### src/rtl/hyperbus_arb_pkg.sv
// Shared types and helpers for the hyperbus request-port arbiter.
// The state encoding is one-hot so each state decodes from a single flop.
package hyperbus_arb_pkg;

  localparam int MAX_NREQ = 8;

  typedef enum logic [4:0] {
    IDLE    = 5'b00001,
    ISSUE   = 5'b00010,
    WAIT_WR = 5'b00100,
    WAIT_RD = 5'b01000,
    DONE    = 5'b10000
  } arb_state_t;

  function automatic int idx_width(input int n);
    return (n > 1) ? $clog2(n) : 1;
  endfunction

endpackage

### src/rtl/hyperbus_rr_arbiter.sv
// Combinational round-robin pick: first set request at or after ptr, wrapping.
// Produces both a one-hot grant and the matching binary index.
module hyperbus_rr_arbiter
  import hyperbus_arb_pkg::*;
#(
  parameter int NREQ = 2
) (
  input  logic [NREQ-1:0]              req,
  input  logic [idx_width(NREQ)-1:0]   ptr,
  output logic [NREQ-1:0]              grant,
  output logic [idx_width(NREQ)-1:0]   idx,
  output logic                         any
);

  localparam int IW = idx_width(NREQ);

  always_comb begin
    int k;
    k     = 0;
    grant = '0;
    idx   = '0;
    any   = 1'b0;
    for (int i = 0; i < NREQ; i++) begin
      k = int'(ptr) + i;
      if (k >= NREQ) k = k - NREQ;
      if (!any && req[k]) begin
        any      = 1'b1;
        grant[k] = 1'b1;
        idx      = IW'(k);
      end
    end
  end

endmodule

### src/rtl/hyperbus_arbiter.sv
// Round-robin sharing of one hyperbus_fifo request port between NREQ masters.
// Optional completion watchdog enabled by defining HYPERBUS_ARB_TIMEOUT_EN.
module hyperbus_arbiter
  import hyperbus_arb_pkg::*;
#(
  parameter int NREQ           = 2,
  parameter int ADDR_WIDTH     = 32,
  parameter int DATA_WIDTH     = 32,
  parameter int TIMEOUT_CYCLES = 1024
) (
  input  logic                         clk,
  input  logic                         rst,
  input  logic [NREQ-1:0]              req_i,
  input  logic [NREQ-1:0]              req_we_i,
  input  logic [NREQ*ADDR_WIDTH-1:0]   req_adr_i,
  input  logic [NREQ*DATA_WIDTH-1:0]   req_dat_i,
  input  logic [NREQ*DATA_WIDTH/8-1:0] req_sel_i,
  output logic [NREQ-1:0]              ack_o,
  output logic [NREQ-1:0]              err_o,
  output logic [DATA_WIDTH-1:0]        dat_o,
  output logic [NREQ-1:0]              grant_o,
  output logic                         rrq,
  output logic                         wrq,
  output logic [ADDR_WIDTH-1:0]        adr_o,
  output logic [DATA_WIDTH-1:0]        tx_dat_o,
  output logic [DATA_WIDTH/8-1:0]      tx_mask_o,
  input  logic [DATA_WIDTH-1:0]        rx_dat_i,
  input  logic                         tx_ready,
  input  logic                         rx_valid
);

  localparam int IW = idx_width(NREQ);
  localparam int MW = DATA_WIDTH / 8;

  if (NREQ < 2 || NREQ > MAX_NREQ || TIMEOUT_CYCLES < 2) begin : g_bad_params
    $error("hyperbus_arbiter: NREQ must be 2..8 and TIMEOUT_CYCLES >= 2");
  end

  arb_state_t            state;
  logic [IW-1:0]         ptr;
  logic [IW-1:0]         owner;
  logic [IW-1:0]         ptr_next;
  logic [IW-1:0]         pick_idx;
  logic [NREQ-1:0]       pick_grant;
  logic                  pick_any;
  logic                  we;
  logic                  done_hit;
  logic [ADDR_WIDTH-1:0] sel_adr;
  logic [DATA_WIDTH-1:0] sel_dat;
  logic [MW-1:0]         sel_sel;

  hyperbus_rr_arbiter #(.NREQ(NREQ)) u_rr (
    .req   (req_i),
    .ptr   (ptr),
    .grant (pick_grant),
    .idx   (pick_idx),
    .any   (pick_any)
  );

  assign sel_adr  = req_adr_i[int'(pick_idx)*ADDR_WIDTH +: ADDR_WIDTH];
  assign sel_dat  = req_dat_i[int'(pick_idx)*DATA_WIDTH +: DATA_WIDTH];
  assign sel_sel  = req_sel_i[int'(pick_idx)*MW +: MW];
  assign ptr_next = (owner == IW'(NREQ - 1)) ? '0 : owner + 1'b1;
  // Only the handshake matching the latched direction can complete a transfer.
  assign done_hit = (state == WAIT_WR) ? tx_ready : rx_valid;

`ifdef HYPERBUS_ARB_TIMEOUT_EN
  localparam int CW = $clog2(TIMEOUT_CYCLES);
  logic [CW-1:0] wait_cnt;
`else
  assign err_o = '0;
`endif

  always_ff @(posedge clk) begin
    if (rst) begin
      state     <= IDLE;
      ptr       <= '0;
      owner     <= '0;
      we        <= 1'b0;
      grant_o   <= '0;
      ack_o     <= '0;
      rrq       <= 1'b0;
      wrq       <= 1'b0;
      adr_o     <= '0;
      tx_dat_o  <= '0;
      tx_mask_o <= '0;
      dat_o     <= '0;
`ifdef HYPERBUS_ARB_TIMEOUT_EN
      err_o     <= '0;
      wait_cnt  <= '0;
`endif
    end else begin
      rrq   <= 1'b0;
      wrq   <= 1'b0;
      ack_o <= '0;
`ifdef HYPERBUS_ARB_TIMEOUT_EN
      err_o <= '0;
`endif
      case (state)
        IDLE: begin
          if (pick_any) begin
            owner     <= pick_idx;
            grant_o   <= pick_grant;
            we        <= req_we_i[pick_idx];
            rrq       <= ~req_we_i[pick_idx];
            wrq       <= req_we_i[pick_idx];
            adr_o     <= sel_adr & ~ADDR_WIDTH'(3);
            tx_dat_o  <= sel_dat;
            tx_mask_o <= ~sel_sel;
            state     <= ISSUE;
          end
        end
        ISSUE: begin
          state <= we ? WAIT_WR : WAIT_RD;
`ifdef HYPERBUS_ARB_TIMEOUT_EN
          wait_cnt <= '0;
`endif
        end
        WAIT_WR, WAIT_RD: begin
          if (done_hit) begin
            if (state == WAIT_RD) dat_o <= rx_dat_i;
            ack_o <= grant_o;
            state <= DONE;
          end
`ifdef HYPERBUS_ARB_TIMEOUT_EN
          else if (wait_cnt == CW'(TIMEOUT_CYCLES - 1)) begin
            err_o   <= grant_o;
            dat_o   <= '0;
            grant_o <= '0;
            ptr     <= ptr_next;
            state   <= IDLE;
          end else begin
            wait_cnt <= wait_cnt + 1'b1;
          end
`endif
        end
        DONE: begin
          ptr     <= ptr_next;
          grant_o <= '0;
          state   <= IDLE;
        end
        default: state <= IDLE;
      endcase
    end
  end

endmodule
### config.mk
export PLATFORM = sky130hd
export DESIGN_NAME = hyperbus_arbiter
export DESIGN_NICKNAME = d
export VERILOG_FILES = /design/src/rtl/hyperbus_arb_pkg.sv /design/src/rtl/hyperbus_rr_arbiter.sv /design/src/rtl/hyperbus_arbiter.sv
export SDC_FILE = /design/constraint.sdc
export NUM_CORES = 1
export LEC_CHECK = 0
export CORE_MARGIN = 2
export CORE_UTILIZATION = 43
export CTS_BUF_LIST = sky130_fd_sc_hd__clkbuf_4
export CTS_CLUSTER_SIZE = 12
export DETAILED_ROUTE_END_ITERATION = 8
export GPL_TIMING_DRIVEN = 0
export PLACE_DENSITY = 0.89
export SETUP_SLACK_MARGIN = 0.5
export SLEW_MARGIN = 15
export SYNTH_ARGS = -nofsm -noshare
export SYNTH_HDL_FRONTEND = slang
export SYNTH_SLANG_ARGS = --single-unit
### constraint.sdc
create_clock -name clk -period 3 [get_ports clk]
set_input_delay 0.6 -clock clk [delete_from_list [all_inputs] [get_ports clk]]
set_output_delay 0.6 -clock clk [all_outputs]
set_load 0.01 [all_outputs]
Word-level counts from Yosys, hierarchy flattened
Cells that the tools add are included.
{"block": "word_totals", "wordCells": 80, "regBits": 112, "input_bits": 176}
{"block": "op_classes", "bitwise": 7, "n_reduce_logical": 12, "eq_ne": 7, "n_shift": 3, "n_addsub": 4, "muxes": 28, "order_cmp": 7}
{"operator": "indexed part select 64 x 7 -> 32 bit", "count": 2}
{"operator": ">= comparator 32 x 1 -> 1 bit (second input constant)", "count": 2}
{"operator": "< comparator 32 x 3 -> 1 bit (second input constant)", "count": 2}
{"operator": "two-way mux 32 bit", "count": 2}
{"operator": ">= comparator 32 x 3 -> 1 bit (second input constant)", "count": 1}
{"operator": "subtractor 32 x 3 -> 32 bit (second input constant)", "count": 1}
{"operator": "two-way mux 1 bit", "count": 16}
{"operator": "one-hot mux 5 bit (3 select lines)", "count": 1}
{"operator": "two-way mux 5 bit", "count": 2}
{"operator": "indexed part select 8 x 4 -> 4 bit", "count": 1}
{"operator": "two-way mux 2 bit", "count": 3}
{"operator": "AND reduction 2 bit", "count": 3}
{"operator": "OR reduction 3 bit", "count": 2}
{"operator": "== test 5 x 1 -> 1 bit (second input constant)", "count": 1}
{"operator": "== test 5 x 2 -> 1 bit (second input constant)", "count": 1}
{"operator": "== test 5 x 3 -> 1 bit (second input constant)", "count": 1}
{"operator": "== test 5 x 4 -> 1 bit (second input constant)", "count": 1}
{"operator": "== test 5 bit (second input constant)", "count": 1}
{"operator": "inverter 1 bit", "count": 5}
{"operator": "two-way mux 4 bit", "count": 1}
{"operator": "inequality test 2 bit (second input constant)", "count": 2}
{"operator": "inverter 4 bit", "count": 1}
{"operator": "one-hot mux 2 bit (2 select lines)", "count": 1}
{"operator": "logical AND 1 bit", "count": 3}
{"operator": "other kinds (11)", "count": 12}

Depth between registers and ports, before layout
{"block": "depth", "ltp_word": 12, "mapped_depth": 7, "depth_no_buf": 3}

By module
A second synthesis with hierarchy kept.
{"block": "unflattened", "hier_cells": 520, "area_unflattened_um2": 4932.2}
{"module": "hyperbus_arbiter", "n_inst": 1, "cells_each": 515, "area_each_um2": 4899.7}
{"module": "hyperbus_rr_arbiter", "n_inst": 1, "cells_each": 5, "area_each_um2": 32.5}

Worst setup path before layout
No wires, ideal clock.
{"block": "synth_timing", "path_type": "input-to-reg", "startpoint": "in req_i[1]", "endpoint": "reg tx_dat_o[16]", "setup_time_ns": 0.091, "path_buffers": 3, "setup_slack_ns": 1.270, "cell_stages": 6, "arrival_time_ns": 1.639, "cell_sequence": "or2_2 and3_1 clkbuf_1 buf_4 buf_2 a311oi_1"}
{"block": "synth_via", "elab_chain_len": 8, "elab_cells_between_ends": 14}
{"item": "from (decl)", "line_no": "hyperbus_arbiter.sv:13", "text": "input logic [NREQ-1:0] req_i,"}
{"item": "two-way mux 1 bit (not written as such) (3 in series)", "line_no": "hyperbus_rr_arbiter.sv:26", "text": "if (!any && req[k]) begin"}
{"item": "two-way mux 1 bit", "line_no": "hyperbus_rr_arbiter.sv:26"}
{"item": "logical NOT 1 bit", "line_no": "hyperbus_rr_arbiter.sv:26"}
{"item": "logical AND 1 bit", "line_no": "hyperbus_rr_arbiter.sv:26"}
{"item": "two-way mux 1 bit", "line_no": "hyperbus_rr_arbiter.sv:26"}
{"item": "indexed part select 64 x 7 -> 32 bit or AND reduction 2 bit (tied branches)"}
{"item": "to (signal assigned)", "line_no": "hyperbus_arbiter.sv:108", "text": "tx_dat_o <= sel_dat;"}
{"item": "to (decl)", "line_no": "hyperbus_arbiter.sv:25", "text": "output logic [DATA_WIDTH-1:0] tx_dat_o,"}
Parallel ways exist; a longest one is shown, timed or not. The select of a mux whose other input is x is not followed.
A chain may end at the register's enable or synchronous reset.

Worst setup path in the final report
{"block": "layout_timing", "startpoint": "in req_i[0]", "endpoint": "reg tx_dat_o[14]"}
The elaborated chain is that of the path after synthesis.

==> results.md <==
- Die X: 113 um
- Worst R2R Setup Slack: 1.02 ns
- Synth area leaders: dfxtp_1 44%, a311oi_1 11%, o21ai_0 10%, nand3_1 9.3%, a31oi_1 7.7%
- Drt wl/cell: 18.8 um
- Fmax: 437 MHz
- Gate count of the mapped netlist: 616
- Final period utilization: 76.3%
- H-tree depth: 3
- CTS tree: built
- Largest net degree at the start of global routing: 17
- Fin util: 70.7%
- Post-DP HPWL: 14.9 mm
- CP required: 3.37 ns
- Slowest stage delay, CP: 0.56 ns
- Hold Path Class: reg -> reg
- FFs w/ async S/R, synth: 0%
- CP max stage cell: clkbuf_1
- Number of I/O port buffers: 275
- Root Buffer: clkbuf_4
- Worst Tran Pin Value: 0.731 ns
- TNS Setup: 0 ns
- Critical path fanouts, max: 10
- Critical path endpoint: tx_dat_o[14]
- Top post-synthesis cells by count: 112 x dfxtp_1, 102 x o21ai_0, 95 x nand3_1
- Seq cells post-synth: 112
- Antenna violations before repair: 0
- Clock Sinks: 112
- VDD IR max: 258 uV
- Area delta synth->final: 59.7%
- Yosys cell types: 34
- Max cap viols: 0
- Post-Syn Area: 5100 um2
- Layout cell share with drive strength beyond 1: 4.18%
- R2r worst-path depth: 7
- Yosys top cell area share: 44.0%
- FP Rows: 39
- Bufs on Longest Clock Path: 2
- Fin. max-slew vios: 0
- Unrepaired setup endpoints after global routing: false
- Min Tclk post-route: 2.29 ns
- Post-CTS setup buffer count: 0
- LEAKAGE: 2.73 nW
- Family with the most delay on the worst path: buffers and inverters
- Buf/Inv on CP: 3
- Worst EP arrival: 2.66 ns
- Post-synth EDFFs: 0
- Ys flop type: dfxtp_1
- First-pass iteration count of the detailed router: 9
- Skew-Pair Late Insertion Delay: 0.45 ns
- Setup CP Type: in -> reg
- Worst setup path startpoint: req_i[0]
- DRC: 20
- Final worst slack: 0.711 ns
- CTS Buf Count: 9
- Outcome: finished with violations
- Routed WL: 19.7 mm
- Setup violations, final: 0
- Worst r2r src: state[2]
- Initial drt markers: 613
- PostCTS Resize Cnt: 0
- R2R Path End: tx_dat_o[21]
- Core area: 11500 um2
- Syn Area/Cell: 8.28 um2
- Critical Path Start Type: primary input
- CP dominant cell by count: clkbuf_1
- Register area share after synthesis: 44.0%
- Clk slew on worst S/H paths: 0.16 ns
- Number of global-route vias before repair: 5942
- Post-synth top area cell: dfxtp_1
- Final net count: 1081
- Crit end category: flip-flop
- Placer Congestion: 0.896
- GRT Util Overall: 29.7%
- Die Y: 113 um
- Io pins: 284
- Power Density: 444 nW/um2
- Cts-stage hold buffer count: 0
- Warnings from Yosys: 0
- Most frequent cell after synthesis: dfxtp_1
- First-pass GRT wire length: 30.2 mm
- WHS: 0.486 ns
- GR Overflow Total: 0
- Hold Fails Final Rpt: 0
- Via/cell ratio: 5.98
- Crit-path cells: clkdlybuf4s50_1 > nor2b_1 > clkbuf_1 > clkbuf_1 > o21ai_0 > a311oi_1
- Inserted Diodes: 0
- Total power: 3.62 mW
- Setup Slack @ Placement: 0.282 ns
- Slew HR: 51.3%
- DRT antenna net count: 0
- Initial core utilization: 44.3%
- Layout Skew: 0.0149 ns
- WP depth: 6
- Total die area: 12700 um2
- Violated checks: design-rule violations
- Vias: 6293
logic make-up (layout without fill, tap and decap cells):
logic type                count (synthesis)  after routing  synth area share [%]
AOI/OAI and AO/OA                       278            278                  34.2
buffers and inverters                    94            384                  7.78
and+or+nand+nor                         130            130                  13.8
xor gates and xnor gates                  1              1                 0.172
other                                     1              4                0.0735
DFF                                     112            112                  44.0
where the power goes:
group | switching [mW] | internal, mW
Combinational | 0.594 | 0.650
Sequential | 0.0874 | 1.64
Clock | 0.481 | 0.169
Total | 1.16 | 2.46
routing by layer:
layer / track usage, % / vias to the layer above / wire length [um]
met2: 52.0 / 383 / 9550
met5: 0 / - / 0
met3: 6.80 / 69 / 1840
met1: 34.6 / 2890 / 7500
li1: - / 2951 / -
met4: 13.4 / 0 / 838
per-stage QoR:
stage                     instance area (um2)  cells
final                                    8140   1052
after global routing                     8140   1052
after CTS                                8140   1052
after detailed placement                 8040   1037
after global placement                   8040   1037
after floorplan                          5110    619
flip-flops by register name, summed over array words and instances (netlist names), 2 cells and up:
register	count
ack_o	2
tx_mask_o	4
adr_o	30
tx_dat_o	32
dat_o	32
state	5
grant_o	2
worst reg2reg max path, stage by stage, from the launching register on:
cell      delay (ns)
dfxtp_1         0.33
clkbuf_1        0.18
nor3_1          0.27
and3_1          0.19
clkbuf_1        0.27
buf_4           0.26
buf_2           0.26
a311oi_1        0.13
worst min-delay path by stage:
stage / start / endpoint / slack [ns] / cells after the start
2_1_floorplan: owner / owner / 0.45 / 2
3_3_place_gp: tx_mask_o[1] / tx_mask_o[1] / 0.46 / 2
3_5_place_dp: dat_o[15] / dat_o[15] / 0.47 / 2
4_1_cts: dat_o[15] / dat_o[15] / 0.49 / 2
5_1_grt: dat_o[27] / dat_o[27] / 0.50 / 2
6_report: tx_mask_o[0] / tx_mask_o[0] / 0.49 / 2
layout make-up:
type                       count  area (um2)
tap                          143         179
timing repair buffer         275        2750
sequential                   112        2240
clock buffer                  10        75.1
buffer                        91         385
inverter                       3        11.3
fill                         938        3370
multi-input combinational    413        2470
clock inverter                 5        25.0
placed cells by master, fill, tap and decap left out, types with 3 or more instances in the layout:
cell type        netlist  routed
buf_2                 20      20
buf_4                  5       5
nor3_1                 3       3
a311oi_1              63      63
and3_1                 5       5
o32ai_1                4       4
clkbuf_4               0      10
clkdlybuf4s50_1        0     275
nand2_1                4       4
a21boi_0               4       4
clkbuf_1              65      65
or3_1                  4       4
conb_1                 1       4
nand3_1               95      95
a21oi_1               39      39
nand3b_1               4       4
clkinv_1               0       3
dfxtp_1              112     112
o21ai_0              102     102
inv_1                  3       3
a31oi_1               63      63
(Power assumes the default switching activity.)
